<file path="config.mk">
export PLATFORM = sky130hd
export DESIGN_NAME = accel_spi_sequencer
export DESIGN_NICKNAME = d
export VERILOG_FILES = /design/src/rtl/accel_spi_sequencer.sv
export SDC_FILE = /design/constraint.sdc
export NUM_CORES = 1
export LEC_CHECK = 0
export ABC_AREA = 1
export CAP_MARGIN = 25
export CORE_MARGIN = 2
export CORE_UTILIZATION = 57
export DETAILED_ROUTE_END_ITERATION = 16
export PLACE_DENSITY = 0.88
export SLEW_MARGIN = 25
export SYNTH_ARGS = -nofsm -noshare
export SYNTH_HDL_FRONTEND = slang
export SYNTH_SLANG_ARGS = --single-unit
</file>
<file path="constraint.sdc">
create_clock -name clk_i -period 2.3 [get_ports clk_i]
set_clock_uncertainty 0.05 [all_clocks]
set_input_delay 0.46 -clock clk_i [delete_from_list [all_inputs] [get_ports clk_i]]
set_output_delay 0.46 -clock clk_i [all_outputs]
set_load 0.01 [all_outputs]
</file>
<file path="src/rtl/accel_spi_sequencer.sv">
// accel_spi_sequencer
//   Transaction sequencer for the ADXL362 accelerometer SPI link. Owns chip
//   select and drives a byte-level SPI engine through a start/done handshake.
//   After reset it writes POWER_CTL = measure, then periodically burst-reads
//   the Y and Z axes and publishes them with a one-cycle valid strobe.
//
// Ports
//   clk_i           system clock
//   reset_i         synchronous, active-high reset
//   enable_i        allows periodic reads (configuration runs regardless)
//   byte_busy_i     SPI engine is shifting a byte
//   byte_done_i     one-cycle pulse, rx_byte_i valid this cycle
//   rx_byte_i       byte received from MISO
//   byte_start_o    one-cycle pulse, engine shifts tx_byte_o
//   tx_byte_o       byte to send on MOSI
//   cs_n_o          accelerometer chip select, active low
//   accel_y_o       last Y sample
//   accel_z_o       last Z sample
//   sample_valid_o  one-cycle pulse when accel_y_o/accel_z_o update
//   configured_o    high once the POWER_CTL write has completed
//   timeout_err_o   sticky; cleared by the next good sample or reset
//
// state       | meaning
// GAP         | cs_n high, CS_GAP cycles between transactions
// PERIOD_WAIT | cs_n high, waiting for sample period and enable
// CS_SETUP    | cs_n low, CS_GAP cycles before the first byte
// XFER        | waiting for engine idle, then issue one byte
// XFER_WAIT   | waiting for byte_done, or timeout
// CS_HOLD     | cs_n low, CS_GAP cycles after the last byte
module accel_spi_sequencer #(
    parameter int unsigned SAMPLE_PERIOD  = 1_000_000,
    parameter int unsigned CS_GAP         = 20,
    parameter int unsigned TIMEOUT_CYCLES = 4096
) (
    input  logic       clk_i,
    input  logic       reset_i,
    input  logic       enable_i,
    input  logic       byte_busy_i,
    input  logic       byte_done_i,
    input  logic [7:0] rx_byte_i,
    output logic       byte_start_o,
    output logic [7:0] tx_byte_o,
    output logic       cs_n_o,
    output logic [7:0] accel_y_o,
    output logic [7:0] accel_z_o,
    output logic       sample_valid_o,
    output logic       configured_o,
    output logic       timeout_err_o
);

    localparam int GAP_W = $clog2(CS_GAP + 1);
    localparam int TO_W  = $clog2(TIMEOUT_CYCLES + 1);
    localparam logic [GAP_W-1:0] GAP_LOAD   = GAP_W'(CS_GAP - 1);
    localparam logic [TO_W-1:0]  TO_LOAD    = TO_W'(TIMEOUT_CYCLES - 1);
    localparam logic [23:0]      PERIOD_MAX = 24'(SAMPLE_PERIOD - 1);
    // Leaving PERIOD_WAIT is followed by CS setup plus one XFER cycle before
    // byte 0 is issued; the exit threshold is pulled in by that fixed lead so
    // consecutive byte-0 starts land exactly SAMPLE_PERIOD cycles apart.
    localparam int unsigned      START_LEAD = CS_GAP + 1;
    localparam logic [23:0]      PERIOD_GO  = (SAMPLE_PERIOD - 1 >= START_LEAD) ?
                                              24'(SAMPLE_PERIOD - 1 - START_LEAD) : 24'd0;

    typedef enum logic {MODE_CONFIG, MODE_READ} mode_t;
    typedef enum logic [2:0] {
        ST_GAP, ST_PERIOD_WAIT, ST_CS_SETUP, ST_XFER, ST_XFER_WAIT, ST_CS_HOLD
    } state_t;

    state_t           state_q;
    mode_t            mode_q;
    logic [1:0]       idx_q;
    logic [GAP_W-1:0] gap_cnt_q;
    logic [TO_W-1:0]  to_cnt_q;
    logic [23:0]      period_cnt_q, period_cnt_d;
    logic [7:0]       y_cap_q, z_cap_q;
    logic [7:0]       tx_byte_q, accel_y_q, accel_z_q;
    logic             byte_start_q, cs_n_q, sample_valid_q, configured_q, timeout_err_q;
    logic [7:0]       seq_byte_d;
    logic             last_byte_d;

    always_comb begin
        seq_byte_d = 8'h00;
        if (mode_q == MODE_CONFIG) begin
            case (idx_q)
                2'd0:    seq_byte_d = 8'h0A;
                2'd1:    seq_byte_d = 8'h2D;
                default: seq_byte_d = 8'h02;
            endcase
        end else begin
            case (idx_q)
                2'd0:    seq_byte_d = 8'h0B;
                2'd1:    seq_byte_d = 8'h09;
                default: seq_byte_d = 8'h00;
            endcase
        end
        last_byte_d  = (mode_q == MODE_CONFIG) ? (idx_q == 2'd2) : (idx_q == 2'd3);
        period_cnt_d = (period_cnt_q >= PERIOD_MAX) ? PERIOD_MAX : period_cnt_q + 24'd1;
    end

    always_ff @(posedge clk_i) begin
        if (reset_i) begin
            state_q        <= ST_GAP;
            mode_q         <= MODE_CONFIG;
            idx_q          <= 2'd0;
            gap_cnt_q      <= GAP_LOAD;
            to_cnt_q       <= TO_LOAD;
            period_cnt_q   <= 24'd0;
            y_cap_q        <= 8'h00;
            z_cap_q        <= 8'h00;
            tx_byte_q      <= 8'h00;
            accel_y_q      <= 8'h00;
            accel_z_q      <= 8'h00;
            byte_start_q   <= 1'b0;
            cs_n_q         <= 1'b1;
            sample_valid_q <= 1'b0;
            configured_q   <= 1'b0;
            timeout_err_q  <= 1'b0;
        end else begin
            byte_start_q   <= 1'b0;
            sample_valid_q <= 1'b0;
            period_cnt_q   <= period_cnt_d;
            case (state_q)
                ST_GAP: begin
                    if (gap_cnt_q == '0) begin
                        gap_cnt_q <= GAP_LOAD;
                        idx_q     <= 2'd0;
                        if (mode_q == MODE_CONFIG) begin
                            cs_n_q  <= 1'b0;
                            state_q <= ST_CS_SETUP;
                        end else begin
                            state_q <= ST_PERIOD_WAIT;
                        end
                    end else begin
                        gap_cnt_q <= gap_cnt_q - GAP_W'(1);
                    end
                end
                ST_PERIOD_WAIT: begin
                    if (period_cnt_q >= PERIOD_GO && enable_i) begin
                        mode_q    <= MODE_READ;
                        idx_q     <= 2'd0;
                        gap_cnt_q <= GAP_LOAD;
                        cs_n_q    <= 1'b0;
                        state_q   <= ST_CS_SETUP;
                    end
                end
                ST_CS_SETUP: begin
                    if (gap_cnt_q == '0) state_q <= ST_XFER;
                    else gap_cnt_q <= gap_cnt_q - GAP_W'(1);
                end
                ST_XFER: begin
                    if (!byte_busy_i) begin
                        tx_byte_q    <= seq_byte_d;
                        byte_start_q <= 1'b1;
                        to_cnt_q     <= TO_LOAD;
                        state_q      <= ST_XFER_WAIT;
                        if (mode_q == MODE_READ && idx_q == 2'd0) period_cnt_q <= 24'd0;
                    end
                end
                ST_XFER_WAIT: begin
                    // byte_done takes priority over a timeout on the same cycle
                    if (byte_done_i) begin
                        if (mode_q == MODE_READ && idx_q == 2'd2) y_cap_q <= rx_byte_i;
                        if (mode_q == MODE_READ && idx_q == 2'd3) z_cap_q <= rx_byte_i;
                        if (last_byte_d) begin
                            gap_cnt_q <= GAP_LOAD;
                            state_q   <= ST_CS_HOLD;
                        end else begin
                            idx_q   <= idx_q + 2'd1;
                            state_q <= ST_XFER;
                        end
                    end else if (to_cnt_q == '0) begin
                        cs_n_q        <= 1'b1;
                        timeout_err_q <= 1'b1;
                        configured_q  <= 1'b0;
                        mode_q        <= MODE_CONFIG;
                        gap_cnt_q     <= GAP_LOAD;
                        state_q       <= ST_GAP;
                    end else begin
                        to_cnt_q <= to_cnt_q - TO_W'(1);
                    end
                end
                ST_CS_HOLD: begin
                    if (gap_cnt_q == '0) begin
                        cs_n_q    <= 1'b1;
                        gap_cnt_q <= GAP_LOAD;
                        state_q   <= ST_GAP;
                        if (mode_q == MODE_CONFIG) begin
                            configured_q <= 1'b1;
                            mode_q       <= MODE_READ;
                        end else begin
                            accel_y_q      <= y_cap_q;
                            accel_z_q      <= z_cap_q;
                            sample_valid_q <= 1'b1;
                            timeout_err_q  <= 1'b0;
                        end
                    end else begin
                        gap_cnt_q <= gap_cnt_q - GAP_W'(1);
                    end
                end
                default: state_q <= ST_GAP;
            endcase
        end
    end

    assign byte_start_o   = byte_start_q;
    assign tx_byte_o      = tx_byte_q;
    assign cs_n_o         = cs_n_q;
    assign accel_y_o      = accel_y_q;
    assign accel_z_o      = accel_z_q;
    assign sample_valid_o = sample_valid_q;
    assign configured_o   = configured_q;
    assign timeout_err_o  = timeout_err_q;

endmodule
</file>
* After elaboration in Yosys (flattened, before gate mapping)
Cells that the tools add are included.
** Word-level totals
- Flip-flop bits (word level) :: 93
** Operators by class
- Add/subtract/negate cells :: 4
- Magnitude comparators :: 2
- Equal/unequal tests :: 24
- Muxes and demuxes :: 53
- Bitwise operators :: 4
- Reductions and logical operators :: 29
** Operator list (number)
- $mux 24 :: 4
- $ge 24x20->1 const B :: 2
- $mux 13 :: 3
- $mux 5 :: 6
- $ne 2x2->1 const B :: 14
- $pmux 13 s2 :: 1
- $reduce_and 5->1 :: 5
- $add 24x1->24 const B :: 1
- $mux 3 :: 8
- $pmux 5 s4 :: 1
- $pmux 3 s6 :: 1
- $mux 1 :: 16
- $logic_not 13->1 :: 1
- $sub 13x1->13 const B :: 1
- $pmux 6 s2 :: 1
- $mux 2 :: 5
- $reduce_and 3->1 :: 3
- $pmux 4 s2 :: 1
- $reduce_bool 4->1 :: 2
- $reduce_and 7->1 :: 1
- $eq 3x2->1 const B :: 2
- $eq 3x3->1 const B :: 2
- $mux 6 :: 1
- $ne 3x3->1 const B :: 2
- other kinds (21) :: 32

* Longest topological paths before layout
Gate-level depths: netlist of run 1.
- Depth after elaboration :: 5
- Depth in mapped cells :: 13

* Least setup slack after synthesis of run 1
No wires, ideal clock.
- Path kind :: register to register
- Start :: register to_cnt_q[0]
- End :: register to_cnt_q[7]
- Library setup time :: 119 ps
- Arrival :: 1519 ps
- Required time :: 2131 ps
- Slack :: 612 ps
- Cell stages (with the launch flop) :: 13
- Buffers on the path :: 0
- Clock period less this slack :: 1688 ps
- Path through :: dfxtp_1 > inv_1 > ha_1 > nand2_1 > nor2_1 > nand2_1 > nand2_2 > nand2_2 > nand2_4 > nor3_4 > nand2_2 > a21oi_1 > o21ai_1
** On the way
- Word-level cells in the longest chain between the ends :: 4
** Ends and longest elaborated chain
- start, declared :: RTL line 72 : logic [TO_W-1:0] to_cnt_q;
- start signal, assigned :: RTL line 178 : to_cnt_q <= to_cnt_q - TO_W'(1);
- $sub 13x1->13 :: RTL line 178
- $mux 13 :: RTL line 170 : end else if (to_cnt_q == '0) begin
- $mux 13 :: RTL line 160 : if (byte_done_i) begin
- $pmux 13 s2 :: RTL line 121 : case (state_q)
Several ways; a longest one is shown, not always the timed one. The select of a mux whose other input is x is not followed.
A chain may end at the register's enable or synchronous reset.

* Worst setup path after layout of run 1
- Start :: register period_cnt_q[0]
- End :: register period_cnt_q[17]
** On the way
- Word-level cells in the longest chain between the ends :: 5
** Ends and longest elaborated chain
- start, declared :: RTL line 73 : logic [23:0] period_cnt_q, period_cnt_d;
- start signal, assigned :: RTL line 120 : period_cnt_q <= period_cnt_d;
- $add 24x1->24 or $ge 24x20->1 (tied branches) :: RTL line 96 : period_cnt_d = (period_cnt_q >= PERIOD_MAX) ? PERIOD_MAX : period_cnt_q + 24'd1;
- $mux 24 * :: RTL line 96
- $mux 24 :: RTL line 155 : if (mode_q == MODE_READ && idx_q == 2'd0) period_cnt_q <= 24'd0;
- $mux 24 :: RTL line 150 : if (!byte_busy_i) begin
- $mux 24 * :: RTL line 121
Mark *: on every way between the ends. The rest lies on a longest branch, timed or not.

==> summary.txt, run 1 <==
Logic synthesis
  – EDFF count, synth: 0
  – Synth top area share: between 40% and 50%
  – Syn Area/Cell: 7.13 µm²
  – Async set-or-reset flop fraction in the synthesized netlist: 0%
  – Post-synth top area cell: dfxtp_1
  – #FFs+latches synth: 89
  – Top_reg_cell synth: dfxtp_1
  – YS warnings: 0
  – Seq/Total Area, Yosys: 43.0%
  – Most area-consuming cells after synthesis: dfxtp_1, nor2_1, nand2_1
  – Cell Area, Synth: between 4000 and 5000 µm²
  – Yosys cell types: 43
  – Cells after Synth: approximately 580

Power
  – Flop pwr share: 47.3%
  – Lkg Pwr: 2.21 nW
  – Combinational power share: 21.3%
  – Maximum vdd drop: about 0.42 mV
  – Switching power: 0.00122 W
  – Sw frac: 32.9%
  – Clk pwr share: 31.4%
  – Power per Cell Area: 760 nW/µm²
  – Pint: 0.00249 W

Global routing
  – First-pass GRT wire length: around 16,000 µm
  – GRT overflow: 0
  – Via count of the first global-routing pass: ~3,600
  – Largest net degree at the start of global routing: 31
  – Gr usage total: approximately 25%
  – Initial antenna violation count: 0

Status
  – Status: finished, final reports clean

Setup path
  – WS Path Type: register to register
  – Critical path required time: between 2 and 3 ns
  – Startpoint Class: register
  – Worst path arrival time: 2.30 ns
  – Critical Path End Type: register
  – CP Max Fanout: 8

Place
  – DP HPWL: between 6000 and 7000 µm
  – IO buf count: 38
  – RePlAce Congestion: 0.920

Floorplanning
  – I/O pin cnt: 42
  – Chip width: 89.3 µm
  – Initial Util: 58.1%
  – Die height: 89.3 µm
  – Row Count: 31
  – Core Box Area: 7140 µm²
  – Die area: 7970 µm²

Timing
  – Setup TNS: 0 ns
  – WHS: 0.424 ns
  – Clock period minus worst slack: 2.09 ns
  – Pins Over Slew Limit: 0
  – Unrepaired setup endpoints after global routing: no
  – Relative slew margins: 55.6%
  – Tcrit/Tclk final: just over 90%
  – Final setup viols: 0
  – Final-report hold violation count: 0
  – Tightest Pin Transition: 0.661 ns
  – Max frequency: 479 MHz

Detailed routing
  – Final antenna-violating net count: 0
  – # DRC: 0
  – DR vias: approximately 3,900
  – Avg WL per Cell: 12.8 µm
  – Drt first-iter violations: 214
  – DRT Pass-1 Iters: 5
  – Post-DR vias/cell: approximately 5.3
  – Final WL: 9440 µm

Clock tree
  – Clock Path Buffers: 2
  – Clk root buf: clkbuf_8
  – H-tree Lvls: 3
  – Num Clock Sinks: 89
  – Cts repair resizes: 0
  – Clock slew at reported path FFs: 0.10 ns
  – Post-CTS Setup Repair Bufs: 0
  – Num CTS Buffers: 9
  – CTS tree: yes
  – Clock Latency Late Sink: 0.37 ns
  – # hold bufs at CTS: 0

Min path
  – Min-delay worst type: register to register

Finish
  – Leading cell type in the layout, fill and taps excluded: nor2_1
  – Area Growth Syn to Fin: 17.7%
  – Most frequent cells in the layout: nor2_1, nand2_1, dfxtp_1, inv_1, o21ai_0
  – Fin nets: between 600 and 700
  – Antenna fix cells: 0
  – Layout fillers: 604
  – Area of the multi-input gates: 2070 µm²
  – Register area: between 1500 and 2000 µm²
  – Layout cells sized above 1: 9.12%

Run
  – Max-Cap Viols: 0
-- flip-flops by register name, indices dropped and copies added (netlist names), 4 cells and up --
register and count:
z_cap_q 8, to_cnt_q 13, gap_cnt_q 5, accel_z_o 8, tx_byte_o 4, accel_y_o 8
period_cnt_q 24, y_cap_q 8
-- power groups by stage --
stage | sequential [W] | clock (W) | combinational (W)
final | 0.00175 | 0.00116 | 0.000789
after global routing | 0.00176 | 0.00124 | 0.000896
after CTS | 0.00175 | 0.00118 | 0.000778
after detailed placement | 0.00178 | 0 | 0.000766
after global placement | 0.00178 | 0 | 0.000732
after floorplan | 0.00177 | 0 | 0.000561
-- logic make-up after synthesis --
family / count (synthesis) / synth area share, %
AND/OR/NAND/NOR: 301 / 32.5
AO/OA/AOI/OAI: 96 / 12.7
flip-flops: 89 / 43.0
buffers and inverters: 78 / 7.61
XOR/XNOR: 8 / 1.69
adder cells (fa/ha/maj): 8 / 2.41
other: 1 / 0.0905
-- per-layer routing --
layer	wire length [µm]	share of wire, %	track usage (%)
met1	4220	45	31.6
met5	0	0	0
met4	167	1.8	8.14
met2	4650	49	43.2
met3	397	4.2	5.45
-- worst paths after layout --
check                  start               end  slack (ns)  cells past startpoint
min                   cs_n_o            cs_n_o        0.42                      2
min reg2reg           cs_n_o            cs_n_o        0.42                      2
max reg2reg  period_cnt_q[0]  period_cnt_q[17]        0.21                     11
max          period_cnt_q[0]  period_cnt_q[17]        0.21                     11
-- Yosys cell counts (2+ instances only) --
master	instances
a21oi_1	21
nor3b_1	3
nor3_1	8
nor3_4	2
nor3_2	2
nor2_4	3
inv_1	56
nand3_2	2
nand4_1	9
nor2_1	125
dfxtp_1	89
xor2_1	8
nor2_2	5
buf_4	4
nand2_1	102
nand2_2	5
nand3b_1	2
o21ai_0	56
o21ai_1	4
clkbuf_1	4
a31oi_1	3
ha_1	8
nand2_4	2
inv_2	9
nand3_1	27
buf_2	3
o211ai_1	3
-- worst max-delay path: stages (launching register included) --
cell     delay (ns)
dfxtp_1        0.35
ha_1           0.23
nand2_1        0.10
nor2_2         0.06
a31oi_1        0.17
nand2_1        0.10
nand3_1        0.07
nand2_1        0.17
inv_1          0.29
o21ai_0        0.17
a21oi_1        0.18
nor2_1         0.05
-- cell type report --
type	instances	area share (%)
multi-input combinational	420	42.5
sequential	89	36.5
tap	99	2.54
timing repair buffer	44	8.72
clock buffer	10	2.82
inverter	67	5.23
clock inverter	6	1.69
-- through the flow --
stage | cells | worst slack, ns | instance area (µm²) | utilization, % | power [W]
final | 735 | 0.211 | 4880 | 68.3 | 0.00370
after detailed placement | 719 | 0.194 | 4660 | 65.3 | 0.00255
after global placement | 719 | 0.271 | 4660 | 65.3 | 0.00251
after CTS | 735 | 0.243 | 4880 | 68.3 | 0.00370
after global routing | 735 | 0.00579 | 4880 | 68.3 | 0.00390
after floorplan | 587 | 0.612 | 4170 | - | 0.00233
(Power assumes the default switching activity.)
==> run 2, diff against run 1 <==
Settings changed: CELL_PAD_IN_SITES_DETAIL_PLACEMENT from default to 0, CELL_PAD_IN_SITES_GLOBAL_PLACEMENT from default to 1, CORE_UTILIZATION 57 to 41, PLACE_DENSITY 0.88 to default, PLACE_DENSITY_LB_ADDON from default to 0.15.
==> summary.txt, run 2 (synthesis gave the netlist of run 1 again) <==
Status
  – Status: finished, final reports clean

Global routing
  – Via count of the first global-routing pass: 3,485 (-3.3%)
  – GRT overflow: 0 (unchanged)
  – First-pass GRT wire length: 16,200 µm (+1.8%)
  – Largest net degree at the start of global routing: 39 (+26%)
  – Initial antenna violation count: 0 (unchanged)
  – Gr usage total: 18.1% (-7.1 points)

Power
  – Power per Cell Area: 740 nW/µm² (-2.6%)
  – Clk pwr share: 31.0% (-0.4 points)
  – Lkg Pwr: 2.21 nW (about the same)
  – Switching power: 0.00119 W (-2.3%)
  – Flop pwr share: 48.1% (+0.8 points)
  – Sw frac: 32.7% (-0.14 points)
  – Maximum vdd drop: 0.450 mV (+7.8%)
  – Combinational power share: 20.9% (-0.4 points)
  – Pint: 0.00244 W (-1.7%)

Detailed routing
  – Final WL: 9370 µm (-0.76%)
  – Drt first-iter violations: 124 (-42%)
  – DRT Pass-1 Iters: 6 (+1)
  – Post-DR vias/cell: 4.85 (-8.8%)
  – DR vias: 3,732 (-4.6%)
  – Avg WL per Cell: 12.2 µm (-5.2%)
  – # DRC: 0 (unchanged)
  – Final antenna-violating net count: 0 (unchanged)

Timing
  – Tightest Pin Transition: 0.585 ns (-0.0754 ns)
  – Max frequency: 510 MHz (+6.6%)
  – Final setup viols: 0 (unchanged)
  – Clock period minus worst slack: 1.96 ns (-0.129 ns)
  – Final worst slack: 0.340 ns (+0.129 ns)
  – Final-report hold violation count: 0 (unchanged)
  – Tcrit/Tclk final: 85.2% (-5.6 points)
  – Unrepaired setup endpoints after global routing: no
  – WHS: 0.427 ns (+0.00284 ns)
  – Pins Over Slew Limit: 0 (unchanged)
  – Relative slew margins: 60.7% (+5.1 points)
  – Setup TNS: 0 ns (unchanged)

Clock tree
  – Clock Path Buffers: 2 (unchanged)
  – CTS tree: yes
  – Clk root buf: clkbuf_8
  – Clock Latency Late Sink: 0.38 ns (about the same)
  – H-tree Lvls: 3 (unchanged)
  – Clock slew at reported path FFs: 0.08 ns (-0.02 ns)
  – Cts repair resizes: 0 (unchanged)
  – Num CTS Buffers: 9 (unchanged)
  – Num Clock Sinks: 89 (unchanged)
  – # hold bufs at CTS: 0 (unchanged)
  – Post-CTS Setup Repair Bufs: 0 (unchanged)

Place
  – RePlAce Congestion: 0.822 (-11%)
  – Cells after DPL: 753 (+4.7%)
  – Pre-CTS setup slack: 0.145 ns (-0.0490 ns)
  – DP HPWL: 6840 µm (+1.1%)
  – DP Area: 4710 µm² (+1.2%)
  – IO buf count: 38 (unchanged)

Min path
  – Min-delay worst type: register to register

Floorplanning
  – Chip width: 105 µm (+17%)
  – Initial Util: 42.4% (-16 points)
  – Die height: 105 µm (+17%)
  – I/O pin cnt: 42 (unchanged)
  – Core Box Area: 9770 µm² (+37%)
  – Row Count: 36 (+16%)
  – Die area: 10,900 µm² (+37%)

Finish
  – Leading cell type in the layout, fill and taps excluded: nor2_1
  – Most flops, register: period_cnt_q
  – Layout cells sized above 1: 9.12% (unchanged)
  – Post-route cell area: 4910 µm² (+0.69%)
  – Biggest regs: period_cnt_q (24), to_cnt_q (13)
  – Area Growth Syn to Fin: 18.5%
  – Layout fillers: 1,055 (+75%)
  – Max reg flops: 24 (unchanged)
  – Antenna fix cells: 0 (unchanged)
  – Most frequent cells in the layout: nor2_1, nand2_1, dfxtp_1, inv_1, o21ai_0
  – Fin nets: 652 (unchanged)
  – Post-route non-filler standard cell count: 769 (+4.6%)

Setup path
  – Critical path required time: 2.51 ns (about the same)
  – WS Path Type: register to register
  – Startpoint Class: register
  – Critical Path End Type: register
  – CP Max Fanout: 9 (+1)
  – Worst path arrival time: 2.17 ns (-0.13 ns)

Run
  – Max-Cap Viols: 0 (unchanged)
-- run 2: cell types whose count changed in the layout (fill, tap and decap cells not counted) --
cell / delta
buf_12: +1
buf_4: -1
clkbuf_8: -1
clkinv_2: +2
clkinv_4: +1
clkinv_8: -1
clkinvlp_4: -1
inv_6: +1
inv_8: -1
-- run 2: power groups by stage --
stage	logic, W	registers [W]	clock network, W
detailed placement	0.000761	0.00178	0
finish	0.000759	0.00175	0.00112
global route	0.000889	0.00176	0.00121
floorplan	0.000561	0.00177	0
CTS	0.000765	0.00175	0.00116
global placement	0.000752	0.00178	0
-- run 2: stage by stage --
step	util (%)	power, W
2_1_floorplan	-	0.00233
3_3_place_gp	48.2	0.00253
3_5_place_dp	48.2	0.00254
4_1_cts	50.2	0.00367
5_1_grt	50.2	0.00386
6_report	50.2	0.00363
-- run 2: worst max-delay path, cell delays in order, from the launching register on --
cell and delay (ns):
dfxtp_1 0.40, inv_1 0.12, ha_1 0.26, nand2_1 0.10, nor2_1 0.05, nand2_1 0.09
nand2_2 0.07, nand2_2 0.08, nand2_4 0.10, nor3_4 0.20, nand2_2 0.10, a21oi_1 0.15
o21ai_1 0.08
-- run 2: final timing paths --
path	from	endpoint	slack [ns]	depth (start not counted)
max	to_cnt_q[0]	to_cnt_q[7]	0.34	12
min	to_cnt_q[12]	to_cnt_q[12]	0.43	2
max reg2reg	to_cnt_q[0]	to_cnt_q[7]	0.34	12
min reg2reg	to_cnt_q[12]	to_cnt_q[12]	0.43	2
-- run 2: layout make-up --
cell class / count / area [µm²] / share of cell area (%)
clock buffers: 9 / 124 / 2.52
clock inverters: 7 / 75.1 / 1.53
inverters: 67 / 255 / 5.20
multi-input cells: 420 / 2070 / 42.2
flip-flops and latches: 89 / 1780 / 36.3
well taps: 133 / 166 / 3.39
repair buffers: 44 / 438 / 8.92
-- run 2: layer usage --
metal,share of wire [%],global-route usage [%],vias up
li1,-,-,1963
met2,45,29.2,64
met5,0,0,-
met3,4.3,5.49,6
met1,50,23.6,1699
met4,1.0,4.92,0
==> run 3, diff against run 2 <==
Settings changed: CORE_UTILIZATION 41 to 46, CTS_BUF_LIST from default to sky130_fd_sc_hd__clkbuf_4.
Clock period 2.3 ns to 2.4 ns, I/O delays scaled along.
==> summary.txt, run 3 (synthesis gave the netlist of run 1 again) <==
Status
  – Status: finished, final reports clean

Setup path
  – Critical Path End Type: register
  – Worst r2r path cells: 11 (-1)
  – Worst path arrival time: 2.31 ns (+0.14 ns)
  – WS Path Type: register to register
  – Worst reg2reg endpoint: period_cnt_q[17]
  – R2R Setup Slk: 0.38 ns (+0.04 ns)
  – Startpoint Class: register
  – CP Max Fanout: 8 (-1)
  – Critical path required time: 2.69 ns (+0.18 ns)
  – FF-to-FF Start: period_cnt_q[1]

Finish
  – Most frequent cells in the layout: nor2_1, nand2_1, dfxtp_1, inv_1, o21ai_0
  – Layout cells sized above 1: 8.98% (-0.14 points)
  – Leading cell type in the layout, fill and taps excluded: nor2_1
  – Most flops, register: period_cnt_q
  – Post-route cell area: 4810 µm² (-2.0%)
  – Fin nets: 651 (-0.15%)
  – Max reg flops: 24 (unchanged)
  – Area Growth Syn to Fin: 16.1%
  – Antenna fix cells: 0 (unchanged)
  – Biggest regs: period_cnt_q (24), to_cnt_q (13)

Timing
  – Pins Over Slew Limit: 0 (unchanged)
  – Clock period minus worst slack: 2.02 ns (+0.0632 ns)
  – Unrepaired setup endpoints after global routing: no
  – Setup TNS: 0 ns (unchanged)
  – Max frequency: 494 MHz (-3.1%)
  – Tcrit/Tclk final: 84.3% (-0.92 points)
  – Relative slew margins: 62.6% (+1.9 points)
  – Final setup viols: 0 (unchanged)
  – Final-report hold violation count: 0 (unchanged)
  – Tightest Pin Transition: 0.556 ns (-0.0287 ns)

Detailed routing
  – DRT Pass-1 Iters: 5 (-1)
  – DR vias: 3,717 (-0.40%)
  – Post-DR vias/cell: 5.00 (+3.1%)
  – Final antenna-violating net count: 0 (unchanged)
  – Drt first-iter violations: 120 (-3.2%)
  – Final WL: 8930 µm (-4.6%)
  – # DRC: 0 (unchanged)
  – Avg WL per Cell: 12.0 µm (-1.3%)

Clock tree
  – Clk root buf: clkbuf_4
  – Clock Path Buffers: 2 (unchanged)
  – Num Clock Sinks: 89 (unchanged)
  – CTS tree: yes
  – Clock slew at reported path FFs: 0.16 ns (+0.08 ns)
  – H-tree Lvls: 3 (unchanged)
  – Cts repair resizes: 0 (unchanged)
  – Clock Latency Late Sink: 0.44 ns (+0.06 ns)
  – Num CTS Buffers: 9 (unchanged)
  – Post-CTS Setup Repair Bufs: 0 (unchanged)
  – # hold bufs at CTS: 0 (unchanged)

Floorplanning
  – Die height: 98.9 µm (-5.4%)
  – Row Count: 34 (-5.6%)
  – Core Box Area: 8720 µm² (-11%)
  – Initial Util: 47.5% (+5.1 points)
  – Die area: 9790 µm² (-10%)
  – Chip width: 98.9 µm (-5.4%)
  – I/O pin cnt: 42 (unchanged)

Global routing
  – Largest net degree at the start of global routing: 36 (-7.7%)
  – Initial antenna violation count: 0 (unchanged)
  – Gr usage total: 19.7% (+1.5 points)
  – GRT overflow: 0 (unchanged)
  – Via count of the first global-routing pass: 3,570 (+2.4%)
  – First-pass GRT wire length: 15,900 µm (-1.3%)

Run
  – Max-Cap Viols: 0 (unchanged)

Power
  – Clk pwr share: 25.6% (-5.4 points)
  – Flop pwr share: 51.9% (+3.8 points)
  – Pint: 0.00210 W (-14%)
  – Combinational power share: 22.5% (+1.6 points)
  – Sw frac: 35.0% (+2.3 points)
  – Maximum vdd drop: 0.376 mV (-17%)
  – Switching power: 0.00113 W (-4.9%)
  – Power per Cell Area: 671 nW/µm² (-9.3%)
  – Lkg Pwr: 2.17 nW (-1.4%)

Place
  – DP HPWL: 6650 µm (-2.8%)
  – RePlAce Congestion: 0.833 (+1.4%)
  – DP Area: 4670 µm² (-0.82%)
  – IO buf count: 38 (unchanged)

Min path
  – Min-delay worst type: register to register
  – Worst Hold Launch: to_cnt_q[12]
  – Worst Hold Depth: 2 (unchanged)
  – Hold path endpoint: to_cnt_q[12]
run 3: how the worst max path moves through the flow:
| stage | slack (ns) | endpoint | start |
|---|---|---|---|
| 6_report | 0.38 | period_cnt_q[17] | period_cnt_q[1] |
| 5_1_grt | 0.09 | period_cnt_q[14] | period_cnt_q[1] |
| 4_1_cts | 0.35 | period_cnt_q[17] | period_cnt_q[1] |
| 3_5_place_dp | 0.29 | to_cnt_q[7] | byte_done_i |
| 3_3_place_gp | 0.35 | to_cnt_q[7] | byte_done_i |
| 2_1_floorplan | 0.71 | to_cnt_q[7] | to_cnt_q[0] |
run 3: metrics by stage:
stage | cells | utilization [%] | hold slack, ns | setup slack (ns) | total power [W]
4_1_cts | 743 | 55.2 | 0.436 | 0.346 | 0.00326
5_1_grt | 743 | 55.2 | 0.467 | 0.0939 | 0.00345
2_1_floorplan | 587 | - | 0.395 | 0.712 | 0.00223
3_5_place_dp | 727 | 53.6 | 0.414 | 0.293 | 0.00243
3_3_place_gp | 727 | 53.6 | 0.408 | 0.348 | 0.00242
6_report | 743 | 55.2 | 0.439 | 0.376 | 0.00323
run 3: layer usage:
| layer | wire length (µm) | global-route usage (%) | vias up |
|---|---|---|---|
| met1 | 4570 | 27.2 | 1696 |
| met4 | 126 | 6.74 | 0 |
| met5 | 0 | 0 | - |
| met3 | 250 | 3.12 | 8 |
| met2 | 3990 | 31.3 | 49 |
| li1 | - | - | 1964 |
run 3: worst max-delay path: stages (launching register included):
cell     delay (ns)
dfxtp_1        0.37
ha_1           0.21
nand2_1        0.10
nor2_2         0.06
a31oi_1        0.17
nand2_1        0.09
nand3_1        0.07
nand2_1        0.17
inv_1          0.30
o21ai_0        0.15
a21oi_1        0.14
nor2_1         0.05
run 3: power by group through the flow:
stage          combinational (W)  sequential [W]  clock (W)
3_3_place_gp            0.000714         0.00171          0
4_1_cts                 0.000729         0.00168   0.000856
6_report                0.000725         0.00168   0.000826
5_1_grt                 0.000844         0.00170   0.000907
2_1_floorplan           0.000538         0.00170          0
3_5_place_dp            0.000724         0.00171          0
run 3: cell type report:
type	count	area, µm²
Multi-Input combinational cell	420	2070
Clock buffer	9	67.6
Sequential cell	89	1780
Inverter	67	255
Fill cell	875	3910
Timing Repair Buffer	43	430
Tap cell	108	135
Clock inverter	7	73.8
